===== src/rtl/imm_decode_stage.sv =====
// Decode stage ahead of the 16->32 immediate extender: classifies MIPS opcodes,
// forwards imm/sext through a 2-entry skid buffer with a registered in_ready.
module imm_decode_stage #(
  parameter int ERR_W = 8
) (
  input  logic             clk,
  input  logic             rst_n,
  input  logic             in_valid,
  output logic             in_ready,
  input  logic [31:0]      in_instr,
  output logic             out_valid,
  input  logic             out_ready,
  output logic [15:0]      out_imm,
  output logic             out_sext,
  output logic             out_is_imm,
  output logic [5:0]       out_op,
  output logic [ERR_W-1:0] err_cnt
);

  // state | meaning
  // EMPTY | no entry held, out_* show the last head
  // ONE   | head valid on out_*, skid slot free
  // FULL  | head and skid both valid, in_ready low
  typedef enum logic [1:0] {
    EMPTY = 2'd0,
    ONE   = 2'd1,
    FULL  = 2'd2
  } state_t;

  localparam int ENT_W = 24;  // {op[5:0], sext, is_imm, imm[15:0]}

  state_t             r_state;
  state_t             w_next;
  logic               r_in_ready;
  logic [ENT_W-1:0]   r_head;
  logic [ENT_W-1:0]   r_skid;
  logic [ERR_W-1:0]   r_err_cnt;
  logic               w_sext;
  logic               w_is_imm;
  logic               w_accept;
  logic               w_pop;
  logic [ENT_W-1:0]   w_entry;

  always_comb begin
    w_sext   = 1'b0;
    w_is_imm = 1'b0;
    case (in_instr[31:26])
      6'h04, 6'h05, 6'h08, 6'h09, 6'h0A, 6'h0B, 6'h23, 6'h2B: begin
        w_sext   = 1'b1;
        w_is_imm = 1'b1;
      end
      6'h0C, 6'h0D, 6'h0E, 6'h0F: w_is_imm = 1'b1;
      default: ;
    endcase
  end

  assign w_entry  = {in_instr[31:26], w_sext, w_is_imm, in_instr[15:0]};
  assign w_accept = in_valid & r_in_ready;
  assign w_pop    = (r_state != EMPTY) & out_ready;

  always_comb begin
    w_next = r_state;
    case (r_state)
      EMPTY: if (w_accept) w_next = ONE;
      ONE: begin
        if (w_accept && !w_pop)      w_next = FULL;
        else if (w_pop && !w_accept) w_next = EMPTY;
      end
      FULL:  if (w_pop) w_next = ONE;
      default: w_next = EMPTY;
    endcase
  end

  always_ff @(posedge clk or negedge rst_n) begin
    if (!rst_n) begin
      r_state    <= EMPTY;
      r_in_ready <= 1'b1;
      r_head     <= '0;
      r_skid     <= '0;
      r_err_cnt  <= '0;
    end else begin
      r_state    <= w_next;
      r_in_ready <= (w_next != FULL);
      case (r_state)
        EMPTY: if (w_accept) r_head <= w_entry;
        ONE: begin
          // Push with pop lets the new word become head with no bubble.
          if (w_accept && w_pop) r_head <= w_entry;
          else if (w_accept)     r_skid <= w_entry;
        end
        FULL:  if (w_pop) r_head <= r_skid;
        default: ;
      endcase
      if (w_accept && !w_is_imm && (r_err_cnt != {ERR_W{1'b1}}))
        r_err_cnt <= r_err_cnt + 1'b1;
    end
  end

  assign in_ready   = r_in_ready;
  assign out_valid  = (r_state != EMPTY);
  assign out_op     = r_head[23:18];
  assign out_sext   = r_head[17];
  assign out_is_imm = r_head[16];
  assign out_imm    = r_head[15:0];
  assign err_cnt    = r_err_cnt;

endmodule

===== config.mk =====
export PLATFORM = sky130hd
export DESIGN_NAME = imm_decode_stage
export DESIGN_NICKNAME = d
export VERILOG_FILES = /design/src/rtl/imm_decode_stage.sv
export SDC_FILE = /design/constraint.sdc
export NUM_CORES = 1
export LEC_CHECK = 0
export CAP_MARGIN = 5
export CORE_UTILIZATION = 25
export CTS_CLUSTER_DIAMETER = 60
export DETAILED_ROUTE_END_ITERATION = 12
export GPL_TIMING_DRIVEN = 1
export PLACE_DENSITY = 0.53
export SYNTH_ARGS = -nofsm -noshare
export SYNTH_HDL_FRONTEND = slang
export SYNTH_SLANG_ARGS = --single-unit

===== constraint.sdc =====
create_clock -name clk -period 3.17 [get_ports clk]
set_clock_uncertainty 0.15 [all_clocks]
set_input_delay 0.634 -clock clk [delete_from_list [all_inputs] [get_ports clk]]
set_output_delay 0.634 -clock clk [all_outputs]
set_load 0.02 [all_outputs]

Word level (Yosys, flattened, before mapping)

Index checks and enable logic that the tools add are counted.

Register bits after elaboration: 59
Memories kept: 0
Word-level logic and storage cells: 54
Output and inout port bits: 34
Bits in latches: 0
Bits in writable memories: 0
ROM bits: 0

Bitwise logic cells: 3
$mul: 0
Muxes and demuxes: 11
Divide/modulo/power cells: 0
Reductions and logical operators: 15
Magnitude comparators: 0
Eq/ne operators: 19
Shift-type cells: 0
Add/subtract/negate cells: 1

Operators by type and width:

| kind                                                            | count |
|---|---|
| 24-bit two-way mux                                              | 3 |
| 24-bit case mux with 3 select lines                             | 1 |
| 6-bit by 4-bit == test with 1-bit output, second input constant | 8 |
| 6-bit by 3-bit == test with 1-bit output, second input constant | 2 |
| 6-bit == test, second input constant                            | 2 |
| 12-bit OR reduction                                             | 1 |
| 8-bit by 1-bit adder with 8-bit output, second input constant   | 1 |
| 2-bit two-way mux                                               | 4 |
| 2-bit inequality test, second input constant                    | 4 |
| 8-bit inequality test, second input constant                    | 1 |
| 8-bit OR reduction                                              | 1 |
| 2-bit case mux with 3 select lines                              | 1 |
| 1-bit logical AND                                               | 5 |
| 4-bit AND reduction                                             | 1 |
| 1-bit zero test                                                 | 3 |
| 3-bit AND reduction                                             | 1 |
| 3-bit nonzero test                                              | 1 |
| 1-bit bitwise AND                                               | 2 |
| 2-bit by 1-bit == test with 1-bit output, second input constant | 1 |
| 2-bit == test, second input constant                            | 1 |
| 2-bit zero test                                                 | 1 |
| 1-bit two-way mux                                               | 2 |
| 2-bit nonzero test                                              | 1 |
| 1-bit NOT                                                       | 1 |

Depth between registers and ports, before layout

Gate-level depths: netlist of the first run.

Depth after elaboration: 7
Gate-level depth with buffers: 7

Worst setup path after synthesis of the first run

No wires, ideal clock.

Path kind: input to register
From: in in_instr[28]
To: reg r_err_cnt[1] (netlist: err_cnt[1])
Library setup time: 125 ps
Stages: 5
Slack: 1253 ps
Path buffers: 0
Arrival: 1642 ps
Path through: nor2b_4 -> o21bai_4 -> a21oi_4 -> or3_4 -> mux2_4

Word-level cells in the longest chain between the ends: 6
Elaborated cells on any way between the ends: 17
Classes of those cells: eq/ne: 12; mux: 1; reduce/logical: 4

Ends and longest elaborated chain:

| what                                                                   | line | source |
|---|---|---|
| start: declaration                                                     | 10   | `input logic [31:0] in_instr,` |
| 6-bit by 4-bit == test with 1-bit output, or another cell as far along | 47   | `case (in_instr[31:26])` |
| 12-bit OR reduction (no source line) *                                 | n/a  |  |
| 1-bit two-way mux *                                                    | 47   |  |
| 1-bit zero test *                                                      | 94   | `if (w_accept && !w_is_imm && (r_err_cnt != {ERR_W{1'b1}}))` |
| 1-bit logical AND * (2 in series)                                      | 94   |  |
| end signal: assignment                                                 | 95   | `r_err_cnt <= r_err_cnt + 1'b1;` |
| end: declaration                                                       | 37   | `logic [ERR_W-1:0] r_err_cnt;` |

Mark *: on every way between the ends. The rest lies on a longest branch, timed or not.
A chain may end at the register's enable or synchronous reset.

Worst setup path in the final report of the first run

From: reg r_state[1]
To: out out_valid

Word-level cells in the longest chain between the ends: 1

Ends and longest elaborated chain:

| what                     | line | source |
|---|---|---|
| start: declaration       | 32   | `state_t r_state;` |
| start signal: assignment | 82   | `r_state <= w_next;` |
| 2-bit nonzero test       | 100  | `assign out_valid = (r_state != EMPTY);` |
| end: declaration         | 11   | `output logic out_valid,` |

Every way passes these cells.

==> metrics.md, run 1 <==
| Metric | Value |
|---|---|
| Clock root buffer | `clkbuf_8` |
| Sw frac | `34.3%` |
| Crit path DAT | `1.74 ns` |
| Status | `complete, no violations` |
| Final hold violations | `0` |
| Area Overhead vs Synth | `35.2%` |
| Die Wd | `105 µm` |
| Top cells by area, synth | `dfrtp_1 (55%), mux2_2 (10%), mux2i_1 (9.1%)` |
| CP Capture Type | `primary output` |
| Hold slack final | `0.255 ns` |
| DR iter-0 viols | `53` |
| Nature of the critical path startpoint | `register` |
| Flop pwr share | `40.5%` |
| Mapped cell area | `0.00265 mm²` |
| Initial antenna violation count | `0` |
| Row cnt | `37` |
| CTS Sinks | `59` |
| P_sw | `1110 µW` |
| Clock share of power | `19.3%` |
| Min-delay worst type | `input port to asynchronous set/reset pin` |
| PD cells | `903 mW/mm²` |
| Vias | `1860` |
| DRC | `0` |
| Worst path required time | `2.39 ns` |
| Cell count after synthesis | `219` |
| Resize count post-CTS | `0` |
| Routed wire length | `5.56 mm` |
| First-pass GRT wire length | `9.33 mm` |
| Die area | `0.0110 mm²` |
| Number of synthesized flops with an enable pin | `0` |
| Vias in the first global route | `1821` |
| Design Area, Final | `0.00358 mm²` |
| M1 GR Usage | `13.4%` |
| Initial DRT Pass Iterations | `3` |
| Combinational power share | `40.1%` |
| I/O Buffers | `59` |
| Area of the core | `0.0103 mm²` |
| Fill cells | `1081` |
| CTS tree | `yes` |
| R2R Path Start | `r_state[1]$_DFF_PN0_` |
| Worst-path clk slew | `0.07 ns` |
| Worst-margin pin slew | `0.908 ns` |
| Syn avg cell area | `12.1 µm²` |
| Fin util | `34.9%` |
| Area post-placement | `0.00340 mm²` |
| Sequential Area | `0.00148 mm²` |
| Final setup fails | `0` |
| Nets@finish | `319` |
| Setup Fix Bufs, Post-CTS | `0` |
| Hold-fix buffers, CTS | `0` |
| Register area share after synthesis | `55.8%` |
| Post-Layout Cell Count | `422` |
| RSZ-0062 raised after global routing | `no` |
| Yosys top cell area share | `54.8%` |
| Grt peak-use layer | `met2` |
| GP Congestion | `0.670` |
| Post-detailed-route via-to-cell ratio | `4.41` |
| MaxCap Viol Count | `0` |
| GR met2 Demand/Resource | `17.8%` |
| Syn. warnings | `0` |
| Slew headroom | `39.5%` |
| Post-synth cell types | `35` |
| Crit Path Class | `register to primary output` |
| Global route overflow | `0` |
| Int Pwr | `2130 µW` |
| DR WL/cell | `13.2 µm` |
| Die extent in y | `105 µm` |
| Share of cells above drive strength 1 | `18.9%` |
| Multi-input gate area | `0.00112 mm²` |
| Gr usage total | `11.0%` |
| Final min period | `2.53 ns` |
| Synth area leader | `dfrtp_1` |
| Worst setup path startpoint | `r_state[1]$_DFF_PN0_` |
| TNS Setup | `0 ns` |
| Flops & latches, synth | `59` |
| Syn_nets | `256` |
| Fmax | `396 MHz` |
| Prevailing post-synth register cell | `dfrtp_1` |
| Clk_lat worst skew | `0.32 ns` |
| Maximum number of pins on one net before global-route repair | `36` |
| Worst Path Max Fanout | `9` |
| DRT antenna net count | `0` |
| CTS max path bufs | `2` |
| Starting Density | `25.8%` |
| Cts bufs inserted | `9` |
| Top-Level Pins | `70` |
| Grt met3 use | `3.49%` |
| H-tree depth | `3` |
| Dpl hpwl | `3.75 mm` |
| Final Max Slew Viols | `0` |
| Worst vdd ir | `0.298 mV` |
| Inst Count DP | `407` |
| Ant diodes | `0` |
| Period utilization | `79.7%` |
| Leakage dissipation | `0.00159 µW` |
| FFs w/ async S/R, synth | `100%` |
cell usage after synthesis, types with 2 or more instances:
master	count
a21oi_1	26
buf_2	10
buf_4	2
dfrtp_1	58
mux2_1	3
mux2_2	24
mux2i_1	24
nand2_1	7
nand2b_1	4
nand3_1	3
nand3b_1	2
nor2_1	28
nor3_1	2
nor4b_1	3
xor2_1	3
kinds of logic after synthesis:
group           after synthesis  share of synthesized area (%)
compound gates               32                           7.18
buf+inv                      13                           2.60
flops                        59                           55.8
fa+ha+maj                     1                          0.472
xor+xnor                      4                           1.32
mux                          52                           21.1
simple gates                 58                           11.6
metal layers:
| metal | wire length, µm | vias to the layer above | part of all wire [%] |
|---|---|---|---|
| met5 | 0 | - | 0 |
| met4 | 85 | 0 | 1.5 |
| met3 | 237 | 9 | 4.3 |
| met2 | 2690 | 35 | 48 |
| met1 | 2540 | 915 | 46 |
| li1 | - | 901 | - |
area by class of cell:
class	instances	area share, %
Sequential cell	59	41.2
Tap cell	136	4.75
Clock buffer	13	4.71
Multi-Input combinational cell	147	31.2
Inverter	1	0.105
Timing Repair Buffer	64	17.7
Clock inverter	2	0.279
layout by cell type, fill, tap and decap left out, types with 2 or more instances in the layout:
cell and instances:
a21oi_1 26, buf_4 4, clkbuf_8 12, clkdlybuf4s50_1 58, clkinv_2 2, dfrtp_1 58
mux2_1 3, mux2_2 24, mux2i_1 24, nand2_1 7, nand2b_1 3, nand3_1 3
nand3b_1 2, nor2_1 28, nor3_1 2, nor4b_1 3, xor2_1 3
worst paths after layout:
kind                       slack (ns)  depth (start not counted)                     end
max in group asynchronous        1.92                          2   r_skid[0]$_DFFE_PN0P_
min                              0.26                          1   r_skid[6]$_DFFE_PN0P_
min in group clk                 0.34                          1  r_skid[10]$_DFFE_PN0P_
max                              0.64                          2               out_valid
min reg2reg                      0.34                          1  r_skid[10]$_DFFE_PN0P_
max reg2reg                      1.26                          3  r_head[19]$_DFFE_PN0P_
registers in the layout, indices dropped and copies added (netlist names):
name	flops
err_cnt	8
r_head	24
r_state	2
in_ready	1
r_skid	24
metrics by stage:
step	setup slack (ns)	total power, µW
after floorplan	1.25	2070
after global placement	0.619	2630
after detailed placement	0.588	2650
after CTS	0.626	3300
after global routing	0.576	3470
final	0.643	3240
power by group through the flow:
stage	clock (µW)	sequential, µW	combinational [µW]
finish	625	1310	1300
global route	698	1370	1400
CTS	657	1320	1330
detailed placement	0	1330	1320
global placement	0	1320	1310
floorplan	0	1530	541
critical path, stage by stage (launching register included):
cell	delay, ns
dfrtp_1	0.51
or2_2	0.37
clkdlybuf4s50_1	0.54
No activity file was read; power rests on OpenSTA's default activity.
==> run 2: changes to the inputs <==
--- a/config.mk
+++ b/config.mk
@@ -10,7 +10,7 @@
 export CTS_CLUSTER_DIAMETER = 60
 export DETAILED_ROUTE_END_ITERATION = 12
 export GPL_TIMING_DRIVEN = 1
-export PLACE_DENSITY = 0.53
+export PLACE_DENSITY = 0.54
 export SYNTH_ARGS = -nofsm -noshare
 export SYNTH_HDL_FRONTEND = slang
 export SYNTH_SLANG_ARGS = --single-unit
==> constraint.sdc (replaced) <==
create_clock -name clk -period 2.1 [get_ports clk]
set_clock_uncertainty 0.15 [all_clocks]
set_input_delay 0.42 -clock clk [delete_from_list [all_inputs] [get_ports clk]]
set_output_delay 0.42 -clock clk [all_outputs]
set_load 0.02 [all_outputs]
==> run 2 against run 1 <==
Against the previous run: clock power up 65%; core utilization up 1.5 points; combinational power up 57%; sequential power up 52%; critical path type unchanged; largest power group is now combinational cells.
==> metrics.md, run 2 (synthesis gave the netlist of run 1 again) <==
| Metric | Value |
|---|---|
| Status | `complete, no violations` |
| CTS tree | `yes` |
| Ant diodes | `0 (unchanged)` |
| Global route overflow | `0 (unchanged)` |
| Worst path required time | `1.53 ns (-0.86 ns)` |
| DRC | `0 (unchanged)` |
| Clk_lat worst skew | `0.33 ns (about the same)` |
| Die extent in y | `105 µm (unchanged)` |
| Nature of the critical path startpoint | `register` |
| Cts bufs inserted | `9 (unchanged)` |
| Final setup fails | `0 (unchanged)` |
| Critical register-to-register path endpoint | `err_cnt[1]$_DFFE_PN0P_` |
| Nets@finish | `334 (+4.7%)` |
| Fill cells | `1046 (-3.2%)` |
| Setup Fix Bufs, Post-CTS | `0 (unchanged)` |
| Initial DRT Pass Iterations | `4 (+1)` |
| Vias | `1895 (+1.9%)` |
| PD cells | `1350 mW/mm² (+50%)` |
| DR iter-0 viols | `46 (-13%)` |
| Leakage dissipation | `0.00168 µW (+5.4%)` |
| Worst path max stage delay | `0.61 ns (+0.07 ns)` |
| Final worst setup slack | `0.0565 ns (-0.586 ns)` |
| GP Congestion | `0.691 (+3.2%)` |
| Starting Density | `25.8% (unchanged)` |
| Worst Path Max Fanout | `3 (-6)` |
| Hold_sp | `r_skid[1]$_DFFE_PN0P_` |
| Buffer and inverter count on the worst path | `1 (unchanged)` |
| Dpl ws | `-0.176 ns (-0.764 ns)` |
| Gr usage total | `11.2% (+0.19 points)` |
| Worst-path clk slew | `0.07 ns (about the same)` |
| Period utilization | `97.3%` |
| Min-delay worst type | `register to register` |
| Top-Level Pins | `70 (unchanged)` |
| Fmax | `489 MHz` |
| I/O Buffers | `59 (unchanged)` |
| Worst-margin pin slew | `0.340 ns (-0.568 ns)` |
| Worst vdd ir | `0.392 mV (+32%)` |
| Slowest-stage cell, CP | `clkdlybuf4s50_1` |
| Commonest non-fill, non-tap cell in the layout | `dfrtp_1` |
| R2R Path Start | `err_cnt[0]$_DFFE_PN0P_` |
| First-pass GRT wire length | `9.53 mm (+2.1%)` |
| Routed wire length | `5.72 mm (+3.0%)` |
| Worst setup path startpoint | `in_ready$_DFF_PN1_` |
| Area Overhead vs Synth | `41.0%` |
| CTS max path bufs | `2 (unchanged)` |
| Hold slack final | `0.356 ns (+0.101 ns)` |
| Die Wd | `105 µm (unchanged)` |
| Clock root buffer | `clkbuf_8` |
| Worst setup path endpoint | `in_ready` |
| Maximum number of pins on one net before global-route repair | `60 (+67%)` |
| Dpl hpwl | `3.86 mm (+2.9%)` |
| Top Family by Delay on Critical Path | `buffers and inverters` |
| Reg2reg path depth | `5 (+2)` |
| Row cnt | `37 (unchanged)` |
| Share of cells above drive strength 1 | `22.8% (+4.0 points)` |
| Area of the core | `0.0103 mm² (unchanged)` |
| Vias in the first global route | `1928 (+5.9%)` |
| CP Capture Type | `primary output` |
| Die area | `0.0110 mm² (unchanged)` |
| Initial antenna violation count | `0 (unchanged)` |
| Final hold violations | `0 (unchanged)` |
| Crit path DAT | `1.47 ns (-0.27 ns)` |
| Reg2Reg Setup Slack | `0.35 ns (-0.91 ns)` |
| DR WL/cell | `13.1 µm (-0.79%)` |
| CTS Sinks | `59 (unchanged)` |
| Post-detailed-route via-to-cell ratio | `4.33 (-1.8%)` |
| CP cell instances | `clkdlybuf4s50_1` |
| H-tree depth | `3 (unchanged)` |
| DRT antenna net count | `0 (unchanged)` |
| Final min period | `2.04 ns` |
| RSZ-0062 raised after global routing | `no` |
| Slew headroom | `77.0% (+38 points)` |
| Final Max Slew Viols | `0 (unchanged)` |
| WP depth | `1 (-1)` |
| Crit Path Class | `register to primary output` |
| Most frequent cells in the layout | `dfrtp_1 (58), clkdlybuf4s50_1 (57), nor2_1 (28)` |
| MaxCap Viol Count | `0 (unchanged)` |
[run 2: cell types whose count changed in the layout (fill, tap and decap cells not counted), sizes merged]
cell	delta
buf	+14
clkbuf	-2
bufinv	+1
clkdlybuf4s50	-1
clkinv	+1
clkinvlp	+1
dlygate4sd2	+1
dlygate4sd3	+1
[run 2: how the worst min path moves through the flow]
stage | endpoint | slack [ns] | cells after the start
after CTS | r_skid[10]$_DFFE_PN0P_ | 0.35 | 1
final | r_skid[1]$_DFFE_PN0P_ | 0.36 | 1
after global routing | r_skid[21]$_DFFE_PN0P_ | 0.37 | 1
after global placement | err_cnt[6]$_DFFE_PN0P_ | 0.31 | 2
after floorplan | err_cnt[0]$_DFFE_PN0P_ | -0.03 | 0
after detailed placement | err_cnt[7]$_DFFE_PN0P_ | 0.31 | 2
[run 2: what timing repair did]
action                                 in CTS  in global routing
endpoints found under the hold margin      58                  0
hold buffers                                1                  0
setup endpoints to repair                   1                  0
gates resized for setup                     1                  0
[run 2: layout make-up]
| type | count | area [µm²] | share of cell area, % |
|---|---|---|---|
| Timing Repair Buffer | 79 | 774 | 20.7 |
| Clock inverter | 5 | 52.6 | 1.41 |
| Clock buffer | 11 | 141 | 3.78 |
| Tap cell | 136 | 170 | 4.55 |
| Sequential cell | 59 | 1480 | 39.5 |
| Multi-Input combinational cell | 147 | 1120 | 29.9 |
| Inverter | 1 | 3.75 | 0.100 |
[run 2: through the flow]
stage	setup TNS [ns]	instance area, µm²	cells	utilization, %	total power [µW]
finish	0	3740	438	36.4	5060
global route	0	3740	438	36.4	5390
CTS	0	3740	438	36.4	5150
detailed placement	-1.11	3530	421	34.4	4090
global placement	-0.663	3530	421	34.4	4030
floorplan	0	2650	219	-	3120
[run 2: where the power goes]
group	internal, µW	switching, µW	total (µW)
sequential	1670	325	1990
combinational	1080	959	2040
clock	574	455	1030
total	3320	1740	5060
[run 2: metal layers]
metal | vias up | GRT usage, % | part of all wire (%)
met5 | - | 0 | 0
met4 | 0 | 5.13 | 0.77
met3 | 5 | 3.62 | 4.1
met2 | 43 | 18.0 | 48
met1 | 923 | 13.7 | 47
li1 | 924 | - | -
